**config.mk**
```make
export PLATFORM = sky130hd
export DESIGN_NAME = dma_cmd_seq
export DESIGN_NICKNAME = d
export VERILOG_FILES = /design/src/rtl/dma_cmd_seq.sv
export SDC_FILE = /design/constraint.sdc
export NUM_CORES = 1
export LEC_CHECK = 0
export BUFFER_PORTS_ARGS = -buffer_cell sky130_fd_sc_hd__buf_2
export CORE_UTILIZATION = 30
export DETAILED_ROUTE_END_ITERATION = 7
export SYNTH_ARGS = -nofsm -noshare
export SYNTH_HDL_FRONTEND = slang
export SYNTH_SLANG_ARGS = --single-unit
```
**constraint.sdc**
```tcl
create_clock -name clk -period 3.7 [get_ports clk]
set_input_delay 0.185 -clock clk [delete_from_list [all_inputs] [get_ports clk]]
set_output_delay 0.185 -clock clk [all_outputs]
set_load 0.02 [all_outputs]
```
**src/rtl/dma_cmd_seq.sv**
```systemverilog
// dma_cmd_seq: queues DMA transfer descriptors and programs the dma block
// over its aux parameter-register bus, one descriptor at a time.
// Each descriptor is handled in four steps:
//   1. write the six parameter registers,
//   2. wait for the dma irq,
//   3. acknowledge it,
//   4. wait for the irq to drop before taking the next descriptor.
//
// Optional feature macro: DMA_CMD_SEQ_TIMEOUT_EN
//   Adds an irq watchdog. When the irq does not arrive, the block pulses err
//   and dma_ack, and moves on without reporting done.
//
// Ports:
//   clk, rst                      clock; synchronous active-high reset
//   desc_valid/desc_ready         descriptor handshake (ready = FIFO not full)
//   desc_src/desc_dst/desc_n      descriptor fields
//   dma_auxdaddr/dma_auxdin       aux register write bus to the dma
//   dma_irq/dma_ack               dma completion interrupt and acknowledge
//   busy                          descriptor in progress
//   done                          one-cycle pulse per completed descriptor
//   pending                       FIFO occupancy
//   err                           one-cycle pulse on irq timeout
module dma_cmd_seq #(
  parameter int FIFO_DEPTH     = 4,
  parameter int HOLD_CYCLES    = 2,
  parameter int TIMEOUT_CYCLES = 1024
) (
  input  logic                         clk,
  input  logic                         rst,
  input  logic                         desc_valid,
  output logic                         desc_ready,
  input  logic [15:0]                  desc_src,
  input  logic [15:0]                  desc_dst,
  input  logic [7:0]                   desc_n,
  output logic [15:0]                  dma_auxdaddr,
  output logic [7:0]                   dma_auxdin,
  input  logic                         dma_irq,
  output logic                         dma_ack,
  output logic                         busy,
  output logic                         done,
  output logic [$clog2(FIFO_DEPTH):0]  pending,
  output logic                         err
);

  localparam int AW = $clog2(FIFO_DEPTH);
  localparam int HW = $clog2(HOLD_CYCLES) + 1;

  typedef enum logic [2:0] {IDLE, WR, WAIT_IRQ, ACK, DRAIN, TMO} state_e;

  state_e          state_q, state_d;
  logic [39:0]     mem_q [FIFO_DEPTH];
  logic [AW-1:0]   wrPtr_q, rdPtr_q;
  logic [AW:0]     count_q, count_d;
  logic [15:0]     curSrc_q, curDst_q;
  logic [7:0]      curN_q;
  logic [2:0]      idx_q;
  logic [HW-1:0]   hold_q;
  logic [15:0]     auxAddr_q, auxAddr_d;
  logic [7:0]      auxData_q, auxData_d;
  logic            full, empty, push, pop, lastBeat;

  // Full blocks pushes even when a pop happens in the same cycle.
  assign full       = (count_q == (AW+1)'(FIFO_DEPTH));
  assign empty      = (count_q == '0);
  assign push       = desc_valid && !full;
  assign pop        = (state_q == IDLE) && !empty;
  assign lastBeat   = (hold_q == HW'(HOLD_CYCLES - 1));
  assign desc_ready = !full;
  assign pending    = count_q;

  // Occupancy is unchanged when a push and a pop happen together.
  always_comb begin
    count_d = count_q;
    case ({push, pop})
      2'b10:   count_d = count_q + (AW+1)'(1);
      2'b01:   count_d = count_q - (AW+1)'(1);
      default: count_d = count_q;
    endcase
  end

  // Descriptor storage is not reset; occupancy and pointers decide validity.
  always_ff @(posedge clk) begin
    if (push) mem_q[wrPtr_q] <= {desc_src, desc_dst, desc_n};
  end

`ifdef DMA_CMD_SEQ_TIMEOUT_EN
  logic [15:0] timer_q;

  // The watchdog counts only while waiting for the irq and restarts on each entry.
  always_ff @(posedge clk) begin
    if (rst || state_q != WAIT_IRQ) timer_q <= '0;
    else                            timer_q <= timer_q + 16'd1;
  end
`endif

  // State register.
  always_ff @(posedge clk) begin
    if (rst) state_q <= IDLE;
    else     state_q <= state_d;
  end

  // Next-state logic.
  always_comb begin
    state_d = state_q;
    case (state_q)
      IDLE:     if (!empty) state_d = WR;
      WR:       if (lastBeat && idx_q == 3'd5) state_d = WAIT_IRQ;
      WAIT_IRQ: begin
        if (dma_irq) state_d = ACK;
`ifdef DMA_CMD_SEQ_TIMEOUT_EN
        else if (timer_q == 16'(TIMEOUT_CYCLES - 1)) state_d = TMO;
`endif
      end
      ACK:      state_d = DRAIN;
      // A lingering irq must not acknowledge the next descriptor.
      DRAIN:    if (!dma_irq) state_d = IDLE;
      TMO:      state_d = IDLE;
      default:  state_d = IDLE;
    endcase
  end

  // Output logic: the aux write slot is decoded here and registered below.
  // Each slot is therefore visible one cycle after the FSM selects it.
  always_comb begin
    auxAddr_d = 16'h0000;
    auxData_d = 8'h00;
    if (state_q == WR) begin
      case (idx_q)
        3'd0:    begin auxAddr_d = 16'h0101; auxData_d = curSrc_q[7:0];  end
        3'd1:    begin auxAddr_d = 16'h0102; auxData_d = curSrc_q[15:8]; end
        3'd2:    begin auxAddr_d = 16'h0103; auxData_d = curDst_q[7:0];  end
        3'd3:    begin auxAddr_d = 16'h0104; auxData_d = curDst_q[15:8]; end
        3'd4:    begin auxAddr_d = 16'h0105; auxData_d = curN_q;         end
        3'd5:    begin auxAddr_d = 16'h0100; auxData_d = 8'h00;          end
        default: begin auxAddr_d = 16'h0000; auxData_d = 8'h00;          end
      endcase
    end
    busy    = (state_q != IDLE);
    done    = (state_q == ACK);
    // A timeout also acks so that the dma is left in a clean state.
    dma_ack = (state_q == ACK) || (state_q == TMO);
`ifdef DMA_CMD_SEQ_TIMEOUT_EN
    err     = (state_q == TMO);
`else
    err     = 1'b0;
`endif
  end

  assign dma_auxdaddr = auxAddr_q;
  assign dma_auxdin   = auxData_q;

  // FIFO pointers, current descriptor, slot sequencing and the aux bus register.
  always_ff @(posedge clk) begin
    if (rst) begin
      wrPtr_q   <= '0;
      rdPtr_q   <= '0;
      count_q   <= '0;
      curSrc_q  <= '0;
      curDst_q  <= '0;
      curN_q    <= '0;
      idx_q     <= '0;
      hold_q    <= '0;
      auxAddr_q <= '0;
      auxData_q <= '0;
    end else begin
      count_q   <= count_d;
      auxAddr_q <= auxAddr_d;
      auxData_q <= auxData_d;
      if (push) wrPtr_q <= wrPtr_q + AW'(1);
      if (pop) begin
        rdPtr_q  <= rdPtr_q + AW'(1);
        curSrc_q <= mem_q[rdPtr_q][39:24];
        curDst_q <= mem_q[rdPtr_q][23:8];
        curN_q   <= mem_q[rdPtr_q][7:0];
        idx_q    <= '0;
        hold_q   <= '0;
      end else if (state_q == WR) begin
        if (lastBeat) begin
          hold_q <= '0;
          idx_q  <= idx_q + 3'd1;
        end else begin
          hold_q <= hold_q + HW'(1);
        end
      end
    end
  end

endmodule

```
# After elaboration in Yosys (flattened, before gate mapping)
# Memory sizes are Yosys's and may differ from the RTL's. A register that Yosys moved wholly into a read port is not among the register bits.
# Cells that the tools add are included.
# op_classes
n_addsub,6
magnitude_cmp,0
div,0
reduce_logical,15
mul,0
n_bitwise,1
shift,0
mux,11
n_eq_ne,18
# ops
cell,count
$pmux W9 S6,1
$pmux W8 S5,1
$eq A3 B3 Y1 const B,5
$pmux W3 S5,1
$eq A3 B2 Y1 const B,4
$mux W3,4
$logic_not A3 Y1,3
$ne A2 B2 Y1 const B,4
$add A2 B1 Y2 const B,3
$add A3 B1 Y3 const B,2
$eq A3 B1 Y1 const B,2
$pmux W3 S2,1
$eq A2 B1 Y1 const B,2
$reduce_and A4 Y1,1
$reduce_or A2 Y1,2
$logic_and A1 B1 Y1,3
$reduce_bool A3 Y1,1
$sub A3 B1 Y3 const B,1
$eq A2 B2 Y1 const B,1
$logic_not A1 Y1,2
$mux W1,2
$mux W2,1
$reduce_and A2 Y1,1
$reduce_bool A2 Y1,1
2 further kinds,2
# totals
mem_count,1
regBits,39
ramBits,160
in_bits,44
romBits,0
latchBits,0
wordCells,60
# memory_table
name,depth,width,read_ports,rd_clocked_by_memory_dff,wr,line_no,rtl
mem_q,4,40,1,1,1,51,logic [39:0] mem_q [FIFO_DEPTH];

# Logic depth before layout (Yosys ltp)
# Gate-level depths: netlist (run 1).
# depth
ltp_word,5
depth_mapped,10
depth_no_buf,9

# Worst setup path before layout (run 1)
# No wires, ideal clock.
# synth_timing
path_kind,reg2reg
startpoint,register count_q[2] (netlist: pending[2])
endpoint,register count_q[2] (netlist: pending[2])
arrival_ns,2.347
slack_ns,1.283
required_ns,3.630
path_buffers,1
synth_period_minus_slack_ns,2.417
path_stages_with_launch,10
cell_sequence,dfxtp_1 -> or3b_2 -> buf_2 -> nand2_1 -> ha_1 -> inv_1 -> fa_1 -> xor2_1 -> or3_1 -> a21oi_1
# synth_via
elab_chain_len,5
# synth_rtl
element,line_no,rtl
from (decl),53,"logic [AW:0] count_q, count_d;"
from (signal assigned),166,count_q <= count_d;
$eq A3 B3 Y1 (*),63,assign full = (count_q == (AW+1)'(FIFO_DEPTH));
$logic_not A1 Y1 (*),--,
via desc_ready,31,"output logic desc_ready,"
$logic_and A1 B1 Y1 (*),65,assign push = desc_valid && !full;
$eq A2 B1 Y1 or $eq A2 B2 Y1 (tied branches),74,"case ({push, pop})"
$pmux W3 S2 or $reduce_bool A2 Y1 (tied branches),--,
# The timed path passes the listed nets; every way through them passes the cells marked *.
# A chain may end at the register's enable or synchronous reset.

# Worst setup path in the final report (run 1)
# layout_timing
startpoint,register count_q[0] (netlist: pending[0])
endpoint,register count_q[2] (netlist: pending[2])
# layout_via
elab_chain_len,5
# layout_rtl
element,line_no,rtl
$logic_not A3 Y1 (*),64,assign empty = (count_q == '0);
$logic_not A1 Y1 (*),--,
$logic_and A1 B1 Y1 (*),66,assign pop = (state_q == IDLE) && !empty;
via pop,60,"logic full, empty, push, pop, lastBeat;"
$eq A2 B1 Y1 or $eq A2 B2 Y1 (tied branches),74,
$pmux W3 S2 or $reduce_bool A2 Y1 (tied branches),--,
# Marked as above.

==> impl_metrics.env, run 1 <==
export IMPL_status="finished clean"
export IMPL_crit_arrival_ns=2.89
export IMPL_maxCapViolations=0
export IMPL_regArea_sq_mm=0.00615
export IMPL_fin_setup_tns_ns=0
export IMPL_worstPathMaxFanout=42
export IMPL_required_ns=4.13
export IMPL_gp_congestion=0.792
export IMPL_critPathTopFamily="simple AND/OR/NAND/NOR gates"
export IMPL_hpwlAfterDp_um=11500
export IMPL_vias=5155
export IMPL_wl_um=18500
export IMPL_finalCritPeriodShare_pct=66.5
export IMPL_clockBufferDepth=3
export IMPL_diodes=0
export IMPL_firstDrtPassIters=5
export IMPL_power_leakage_nw=3.59
export IMPL_timing_rr_end="pending[2]"
export IMPL_min_delay_start="desc_valid"
export IMPL_cpMaxStageDelayCell="dfxtp_1"
export IMPL_ioPinCount=76
export IMPL_row_count=62
export IMPL_period_minus_slack_ns=2.46
export IMPL_path_cells="or3_1, buf_4, nand2_1, inv_1, ha_1, inv_1, fa_1, xor2_1, or3_1, a21oi_1"
export IMPL_first_global_vias=5101
export IMPL_synth_edf_count=160
export IMPL_grt_ovfl_total=0
export IMPL_cts_max_level=1
export IMPL_syn_to_final_growth_pct=20.5
export IMPL_final_cell_area_sq_mm=0.0107
export IMPL_finalHoldViolations=0
export IMPL_clockRootBuffer="clkbuf_16"
export IMPL_multi_input_area_sq_mm=0.00244
export IMPL_slew_viol_final=0
export IMPL_track_usage_pct=12.1
export IMPL_max_stage_delay_ns=0.42
export IMPL_worst_clock_skew_ns=0.0138
export IMPL_cp_end_kind="flip-flop"
export IMPL_dieArea_sq_mm=0.0303
export IMPL_fp_dieH_um=174
export IMPL_grt_max_degree=53
export IMPL_wl_per_cell_um=17.2
export IMPL_cts_resized=0
export IMPL_postCtsHoldBufs=41
export IMPL_yosys_area_top_type="edfxtp_1"
export IMPL_synthCells=581
export IMPL_place_detailed_instances=992
export IMPL_synth_seq_cells=227
export IMPL_cp_startpoint="pending[0]"
export IMPL_first_iter_violations=416
export IMPL_synth_yosys_seq_area_share_pct=69.2
export IMPL_max_vdd_ir_drop_v=0.000348
export IMPL_hold_end="wrPtr_q[0]"
export IMPL_worst_pin_slew_ns=1.03
export IMPL_postRouteAntennaNets=0
export IMPL_die_w_um=174
export IMPL_fmax_mhz=407
export IMPL_startpoint_type="flip-flop"
export IMPL_r2r_start="pending[0]"
export IMPL_setup_violations=0
export IMPL_drc=0
export IMPL_initial_utilization_pct=30.7
export IMPL_p_per_area_mw_per_mm2=680
export IMPL_maxSlewHeadroom_pct=31.4
export IMPL_nets=731
export IMPL_avgSynthCellArea_sq_um=15.3
export IMPL_critPathBufInv=3
export IMPL_antenna_found_initial=0
export IMPL_r2r_cells=10
export IMPL_cts_clk_slew_worst_paths_ns=0.06
export IMPL_ys_warn_count=0
export IMPL_yosysTopAreaCellShare_pct=54.1
export IMPL_yosys_top_cells_count="edfxtp_1 (160), dfxtp_1 (67), a21oi_1 (50), nand3_1 (45), o21ai_0 (45)"
export IMPL_synthFlopType="edfxtp_1"
export IMPL_async_flop_share_pct=0
export IMPL_worst_r2r_setup_slack_ns=1.24
export IMPL_synth_area_leaders="edfxtp_1 (54%), dfxtp_1 (15%), mux4_2 (10%)"
export IMPL_clk_latency_ns=0.52
export IMPL_fillers=2783
export IMPL_path_class="flip-flop to flip-flop"
export IMPL_core_area_sq_mm=0.0289
export IMPL_stdcell_count=1079
export IMPL_grt_pass1_wl_um=28700
export IMPL_layout_drive_gt1_share_pct=23.5
export IMPL_hold_class="primary input to flip-flop"
export IMPL_rsz0062_at_grt="false"
export IMPL_cts_buffers=25
export IMPL_worst_hold_path_num_cells=3
export IMPL_viasPerCell=4.78
export IMPL_synth_cell_types=44
export IMPL_postCtsSetupRepairBufs=0
export IMPL_yosys_cell_count_top_type="edfxtp_1"
export IMPL_port_buffers=62
export IMPL_cts_sinks=227
export IMPL_synth_area_sq_mm=0.00888
export IMPL_cts_tree="done"
export IMPL_placed_cell_area_sq_mm=0.00953
[kinds of logic after synthesis]
group	after synthesis	share of synthesized area, %
xor+xnor	4	0.395
fa+ha+maj	11	1.64
flops	227	69.2
other cells	1	0.0422
mux	40	10.1
simple gates	94	6.08
buf+inv	72	3.86
compound gates	132	8.60
[tightest hold or removal path: stages]
cell	delay, ns
buf_2	0.14
nand3_1	0.09
a21oi_1	0.06
[sequential cells by signal, summed over array words and instances, names as in the netlist, 4 cells and up]
register,count
dma_auxdin,8
curSrc_q,16
curN_q,8
mem_q,160
dma_auxdaddr,4
curDst_q,16
[routing by layer]
| layer | track usage [%] | part of all wire [%] | vias to the layer above | wire length, um |
|---|---|---|---|---|
| met5 | 0 | 0 | - | 0 |
| met4 | 2.92 | 2.1 | 0 | 381 |
| met3 | 2.27 | 4.9 | 32 | 898 |
| met2 | 19.5 | 47 | 144 | 8630 |
| met1 | 17.0 | 46 | 2568 | 8600 |
| li1 | - | - | 2411 | - |
[where the power goes]
group	internal (mW)	total, mW	switching (mW)
logic	0.689	1.66	0.968
registers	3.08	3.32	0.241
clock network	1.34	2.29	0.958
total	5.11	7.27	2.17
[layout make-up]
class,instances,area share (%)
flip-flops and latches,227,57.5
inverters,14,0.491
clock inverters,12,0.796
multi-input cells,294,22.8
clock buffers,34,6.26
repair buffers,114,7.63
well taps,384,4.49
[per-stage QoR]
stage                     util, %  setup slack (ns)  hold slack [ns]  total power [mW]
after CTS                    37.0              1.20          0.00327              7.36
after detailed placement     32.9              1.21            0.400              5.03
final                        37.0              1.24           0.0157              7.27
after global routing         37.0             0.979           0.0334              7.63
after global placement       32.9              1.28            0.402              5.00
after floorplan                 -              1.28            0.284              4.53
[how the worst max path moves through the flow]
stage	endpoint	slack, ns	cells past startpoint
floorplan	pending[2]	1.28	9
global placement	pending[2]	1.28	10
detailed placement	pending[2]	1.21	10
CTS	pending[2]	1.20	10
global route	pending[2]	0.98	10
finish	pending[2]	1.24	10
[cells in the final DEF, fill, tap and decap left out, types with 2 or more instances in the layout]
cell | netlist | routed
xnor2_1 | 2 | 2
a311oi_1 | 2 | 2
clkbuf_1 | 30 | 8
and2_1 | 9 | 9
buf_2 | 4 | 62
a21oi_1 | 50 | 50
xor2_1 | 2 | 2
a21o_1 | 2 | 2
clkbuf_16 | 0 | 25
clkinv_1 | 0 | 3
edfxtp_1 | 160 | 160
a211oi_1 | 2 | 2
or3_1 | 3 | 3
dfxtp_2 | 0 | 2
mux4_2 | 40 | 40
conb_1 | 1 | 13
dfxtp_1 | 67 | 65
a32oi_1 | 8 | 8
nor2b_1 | 2 | 2
a31oi_1 | 2 | 2
dlygate4sd3_1 | 0 | 41
and3_2 | 0 | 4
nand3_1 | 45 | 45
buf_4 | 18 | 10
nand3b_1 | 8 | 8
nor2_1 | 10 | 10
nand2_1 | 4 | 4
or3b_2 | 2 | 2
ha_1 | 10 | 10
o211ai_1 | 8 | 8
o21ai_0 | 45 | 45
inv_1 | 13 | 13
a22oi_1 | 8 | 8
clkinv_2 | 0 | 7
No activity file was read; power rests on OpenSTA's default activity.
==> run 2, diff against run 1 <==
Settings changed: ABC_AREA set to 1.
Clock period 3.7 ns to 2.2 ns, I/O delays scaled along.
==> run 2 against run 1 <==
Clock power increased by 83%. Power increased by 82%. Synthesized area decreased by 1.5%. Worst setup slack got worse by 0.88 ns. Sequential power increased by 68%. Largest power group unchanged.
==> impl_metrics.env, run 2 <==
export IMPL_layout_drive_gt1_share_pct=15.1
export IMPL_hold_class="primary input to flip-flop"
export IMPL_startpoint_type="flip-flop"
export IMPL_async_flop_share_pct=0
export IMPL_p_per_area_mw_per_mm2=1220
export IMPL_diodes=0
export IMPL_synth_seq_cells=227
export IMPL_synthCells=776
export IMPL_hpwlAfterDp_um=11300
export IMPL_clockPowerShare_pct=31.6
export IMPL_largest_reg_flops=160
export IMPL_clockBufferDepth=3
export IMPL_final_cell_area_sq_mm=0.0108
export IMPL_max_stage_delay_ns=0.37
export IMPL_viasPerCell=4.51
export IMPL_synth_edf_count=160
export IMPL_synth_area_leaders="edfxtp_1 (55%), dfxtp_1 (15%), nor2_1 (8.2%)"
export IMPL_period_minus_slack_ns=1.84
export IMPL_status="finished clean"
export IMPL_core_area_sq_mm=0.0287
export IMPL_final_cell_mix="nor2_1 (187), edfxtp_1 (160), o21ai_0 (85), dfxtp_1 (66), buf_2 (62)"
export IMPL_syn_to_final_growth_pct=23.7
export IMPL_yosys_cell_count_top_type="nor2_1"
export IMPL_slew_viol_final=0
export IMPL_finalHoldViolations=0
export IMPL_switching_share_pct=32.1
export IMPL_cp_end_kind="flip-flop"
export IMPL_p_int_mw=8.99
export IMPL_ys_warn_count=0
export IMPL_placed_cell_area_sq_mm=0.00954
export IMPL_worst_clock_skew_ns=0.0121
export IMPL_cts_sinks=227
export IMPL_finalCritPeriodShare_pct=83.5
export IMPL_postLayoutCoreUtil_pct=37.7
export IMPL_setup_slack_ns=0.362
export IMPL_avgSynthCellArea_sq_um=11.3
export IMPL_synth_compound_area_share_pct=11.7
export IMPL_p_comb_share_pct=26.3
export IMPL_power_leakage_nw=3.92
export IMPL_cts_tree="done"
export IMPL_fmax_mhz=544
export IMPL_max_vdd_ir_drop_v=0.000593
export IMPL_postCtsHoldBufs=43
export IMPL_dp_worst_setup_slack_ns=0.370
export IMPL_yosys_area_top_type="edfxtp_1"
export IMPL_postRouteAntennaNets=0
export IMPL_required_ns=2.60
export IMPL_path_class="flip-flop to flip-flop"
export IMPL_seqPwrFrac_pct=42.1
export IMPL_first_iter_violations=391
export IMPL_worstPathMaxFanout=4
export IMPL_yosysTopAreaCellShare_pct=54.9
export IMPL_power_switching_mw=4.24
export IMPL_yosys_area_share_simple_pct=11.5
export IMPL_fillers=2803
export IMPL_dieArea_sq_mm=0.0298
export IMPL_antenna_found_initial=0
export IMPL_cts_resized=0
export IMPL_fp_dieH_um=173
export IMPL_track_usage_pct=12.6
export IMPL_die_w_um=173
export IMPL_grt_pass1_wl_um=30200
export IMPL_postCtsSetupRepairBufs=0
export IMPL_grt_ovfl_total=0
export IMPL_clk_latency_ns=0.52
export IMPL_wl_per_cell_um=14.6
export IMPL_crit_arrival_ns=2.24
export IMPL_synth_area_sq_mm=0.00874
export IMPL_final_common_cell="nor2_1"
export IMPL_rsz0062_at_grt="false"
export IMPL_cts_clk_slew_worst_paths_ns=0.06
export IMPL_synth_cell_types=25
export IMPL_ioPinCount=76
export IMPL_synth_yosys_seq_area_share_pct=70.3
export IMPL_top_register="mem_q"
export IMPL_initial_utilization_pct=30.5
export IMPL_synth_xor_area_share_pct=0
export IMPL_grt_max_degree=58
export IMPL_port_buffers=62
export IMPL_first_global_vias=5663
export IMPL_path_cells="inv_2, nand2_1, nor2_2, nand2_2, inv_2, ha_1, inv_1, fa_1, a21oi_1, o21ai_0, o21ai_0, a21oi_1"
export IMPL_yosys_top_cells_count="nor2_1 (191), edfxtp_1 (160), o21ai_0 (85), dfxtp_1 (67), nand2_1 (49)"
export IMPL_worst_r2r_setup_slack_ns=0.36
export IMPL_largestRegisters="mem_q: 160 flops, curDst_q: 16 flops, curSrc_q: 16 flops"
export IMPL_yosys_mux_area_fraction_pct=0
export IMPL_cts_max_level=1
export IMPL_setup_violations=0
export IMPL_synthFlopType="edfxtp_1"
export IMPL_maxCapViolations=0
export IMPL_nets=940
export IMPL_synth_fa_ha_area_share_pct=1.66
export IMPL_vias=5805
export IMPL_drc=0
export IMPL_gp_congestion=0.784
export IMPL_cpMaxStageDelayCell="fa_1"
export IMPL_row_count=62
export IMPL_fin_setup_tns_ns=0
export IMPL_synth_top_family_by_area="compound AO/OA/AOI/OAI gates"
export IMPL_clockRootBuffer="clkbuf_16"
export IMPL_cts_buffers=25
export IMPL_firstDrtPassIters=5
export IMPL_wl_um=18800
-- run 2: worst paths after layout --
kind                            cells after the start    endpoint        from
worst min register to register                      2   hold_q[1]   hold_q[1]
worst min-delay path                                4  wrPtr_q[1]  desc_valid
worst max-delay path                               12  pending[2]  state_q[0]
worst max register to register                     12  pending[2]  state_q[0]
-- run 2: layout make-up --
class	count	area, sq um	share of cell area [%]
Tap cell	384	480	4.44
Clock buffer	35	738	6.82
Timing Repair Buffer	123	963	8.91
Sequential cell	227	6150	56.8
Multi-Input combinational cell	474	2250	20.8
Clock inverter	10	106	0.983
Inverter	34	128	1.18
-- run 2: power groups by stage --
stage / Combinational, mW / Sequential, mW / Clock [mW]
after floorplan: 2.44 / 5.63 / 0
after global placement: 3.41 / 5.65 / 0
after detailed placement: 3.45 / 5.66 / 0
after CTS: 3.53 / 5.57 / 4.28
after global routing: 3.93 / 5.64 / 4.45
final: 3.48 / 5.57 / 4.19
-- run 2: logic make-up (layout without fill, tap and decap cells) --
family	after synthesis	count (layout)
and+or+nand+nor	258	258
DFF	227	227
AOI/OAI and AO/OA	192	192
buffers and inverters	87	202
adders and majority gates	11	11
other	1	13
-- run 2: through the flow --
step | power (mW) | std cells | hold WS, ns
floorplan | 8.06 | 788 | 0.179
global route | 14.0 | 1287 | 0.133
finish | 13.2 | 1287 | 0.110
global placement | 9.05 | 1199 | 0.325
detailed placement | 9.10 | 1199 | 0.326
CTS | 13.4 | 1287 | 0.102
-- run 2: routing by layer --
| layer | wire length (um) | GRT usage, % | up-vias | share of wire [%] |
|---|---|---|---|---|
| li1 | - | - | 2912 | - |
| met1 | 8680 | 17.1 | 2729 | 46 |
| met2 | 8630 | 20.5 | 142 | 46 |
| met3 | 1170 | 2.68 | 22 | 6.2 |
| met4 | 293 | 3.02 | 0 | 1.6 |
| met5 | 0 | 0 | - | 0 |
-- run 2: critical path, delay by kind of cell, from the launching register on --
family	cells	cell delay (ns)
buf+inv	3	0.18
fa+ha+maj	2	0.49
flops	1	0.34
compound gates	4	0.47
simple gates	3	0.22
==> run 3, diff against run 2 <==
Clock period 2.2 ns to 1.64 ns, I/O delays scaled along.
==> run 3 against run 2 <==
The run now ends with setup timing left. First-iteration DRC count shrank 1.5%. Power rose by 35%. Flip-flop and latch count is the same. Via count rose by 1.9%. Maximum frequency up 4.9%. Sequential share of layout area is 0.88 points lower. Sequential power rose by 35%. Non-clock buffer count grew 15. Critical path depth is the same. Clock power increased by 21%. Global-route usage rose by 0.061 points.
==> impl_metrics.env, run 3 (synthesis results as in run 2) <==
export IMPL_status="complete, but fails checks"
export IMPL_violations="setup timing"
export IMPL_first_iter_violations=385
export IMPL_ioPinCount=76
export IMPL_maxCapViolations=0
export IMPL_finalCritPeriodShare_pct=107
export IMPL_fp_dieH_um=173
export IMPL_cts_clk_slew_worst_paths_ns=0.06
export IMPL_startpoint_type="flip-flop"
export IMPL_final_common_cell="nor2_1"
export IMPL_dp_worst_setup_slack_ns=-0.0419
export IMPL_layout_drive_gt1_share_pct=18.3
export IMPL_postRouteAntennaNets=0
export IMPL_port_buffers=62
export IMPL_fmax_mhz=570
export IMPL_drc=0
export IMPL_setup_violations=2
export IMPL_cts_sinks=227
export IMPL_r2r_start="state_q[0]"
export IMPL_track_usage_pct=12.6
export IMPL_firstDrtPassIters=5
export IMPL_worst_clock_skew_ns=0.00735
export IMPL_placed_cell_area_sq_mm=0.00977
export IMPL_final_cell_area_sq_mm=0.0110
export IMPL_cp_end_kind="flip-flop"
export IMPL_finalHoldViolations=0
export IMPL_nets=954
export IMPL_initial_utilization_pct=30.5
export IMPL_hpwlAfterDp_um=12300
export IMPL_fin_setup_tns_ns=-0.123
export IMPL_largest_reg_flops=160
export IMPL_path_class="flip-flop to flip-flop"
export IMPL_cp_startpoint="state_q[0]"
export IMPL_grt_max_degree=57
export IMPL_antenna_found_initial=0
export IMPL_hold_class="primary input to flip-flop"
export IMPL_core_area_sq_mm=0.0287
export IMPL_viasPerCell=4.55
export IMPL_worstPathMaxFanout=2
export IMPL_largestRegisters="mem_q: 160 flops, curDst_q: 16 flops, curSrc_q: 16 flops"
export IMPL_crit_arrival_ns=2.14
export IMPL_fillers=2791
export IMPL_slew_viol_final=0
export IMPL_clockRootBuffer="clkbuf_16"
export IMPL_setup_slack_ns=-0.113
export IMPL_vias=5918
export IMPL_diodes=0
export IMPL_dieArea_sq_mm=0.0298
export IMPL_clockBufferDepth=3
export IMPL_cts_buffers=24
export IMPL_row_count=62
export IMPL_grt_pass1_wl_um=30300
export IMPL_cts_max_level=1
export IMPL_grt_ovfl_total=0
export IMPL_power_leakage_nw=3.99
export IMPL_max_vdd_ir_drop_v=0.00127
export IMPL_wl_per_cell_um=14.7
export IMPL_place_detailed_instances=1211
export IMPL_gp_congestion=0.818
export IMPL_first_global_vias=5719
export IMPL_die_w_um=173
export IMPL_top_register="mem_q"
export IMPL_wl_um=19100
export IMPL_stdcell_count=1301
export IMPL_required_ns=2.03
export IMPL_rsz0062_at_grt="true"
export IMPL_p_per_area_mw_per_mm2=1620
export IMPL_clk_latency_ns=0.51
export IMPL_postLayoutCoreUtil_pct=38.4
export IMPL_syn_to_final_growth_pct=26.0
export IMPL_final_cell_mix="nor2_1 (183), edfxtp_1 (160), o21ai_0 (81), buf_2 (62), dfxtp_1 (60)"
export IMPL_cts_tree="done"
export IMPL_period_minus_slack_ns=1.75
export IMPL_min_delay_start="desc_valid"
run 3: changes by cell type in the layout (fill, tap and decap cells not counted), sizes merged:
cell / change
buf: +16
clkinv: +4
inv: -2
bufinv: -1
clkbuf: -1
clkinvlp: -1
dlygate4sd3: -1
run 3: timing repair:
action,CTS,global route
hold endpoints to repair,168,0
setup endpoints to repair,3,15
gates resized for setup,2,15
pin swaps,7,4
hold buffers,42,0
setup buffers,1,3
gates cloned,0,0
run 3: final timing paths:
| kind | slack [ns] | cells past startpoint | endpoint |
|---|---|---|---|
| setup / recovery | -0.11 | 12 | pending[2] |
| hold / removal | 0.05 | 4 | pending[0] |
| setup reg to reg | -0.11 | 12 | pending[2] |
| hold reg to reg | 0.45 | 2 | hold_q[1] |
run 3: metal layers:
metal	track usage (%)	part of all wire, %
met1	17.3	48
met3	2.42	4.5
met5	0	0
met2	20.5	46
met4	3.17	1.9
run 3: area by class of cell:
type | instances | area (sq um) | area share, %
inverters | 34 | 130 | 1.18
clock buffers | 34 | 679 | 6.17
flip-flops and latches | 227 | 6160 | 55.9
clock inverters | 10 | 67.6 | 0.613
repair buffers | 138 | 1150 | 10.5
well taps | 384 | 480 | 4.36
multi-input cells | 474 | 2340 | 21.3
run 3: per-stage QoR:
stage          power, mW  hold WS [ns]
6_report            17.8        0.0459
5_1_grt             18.9        0.0414
4_1_cts             17.8        0.0129
3_5_place_dp        12.6         0.303
3_3_place_gp        12.5         0.299
2_1_floorplan       11.0         0.144
run 3: report_power, final:
part           switching [mW]  total [mW]  internal, mW
combinational            3.31        5.22          1.91
sequential              0.396        7.51          7.12
clock                    2.05        5.08          3.02
total                    5.76        17.8          12.1
run 3: critical path, stage by stage, from the launching register on:
cell and delay (ns):
dfxtp_2 0.32, inv_2 0.05, nand2_2 0.06, nor2_2 0.09, nand2_2 0.07, inv_2 0.08
ha_4 0.14, inv_4 0.04, fa_2 0.37, a21oi_2 0.14, o21ai_2 0.10, o21ai_2 0.15
a21oi_2 0.05
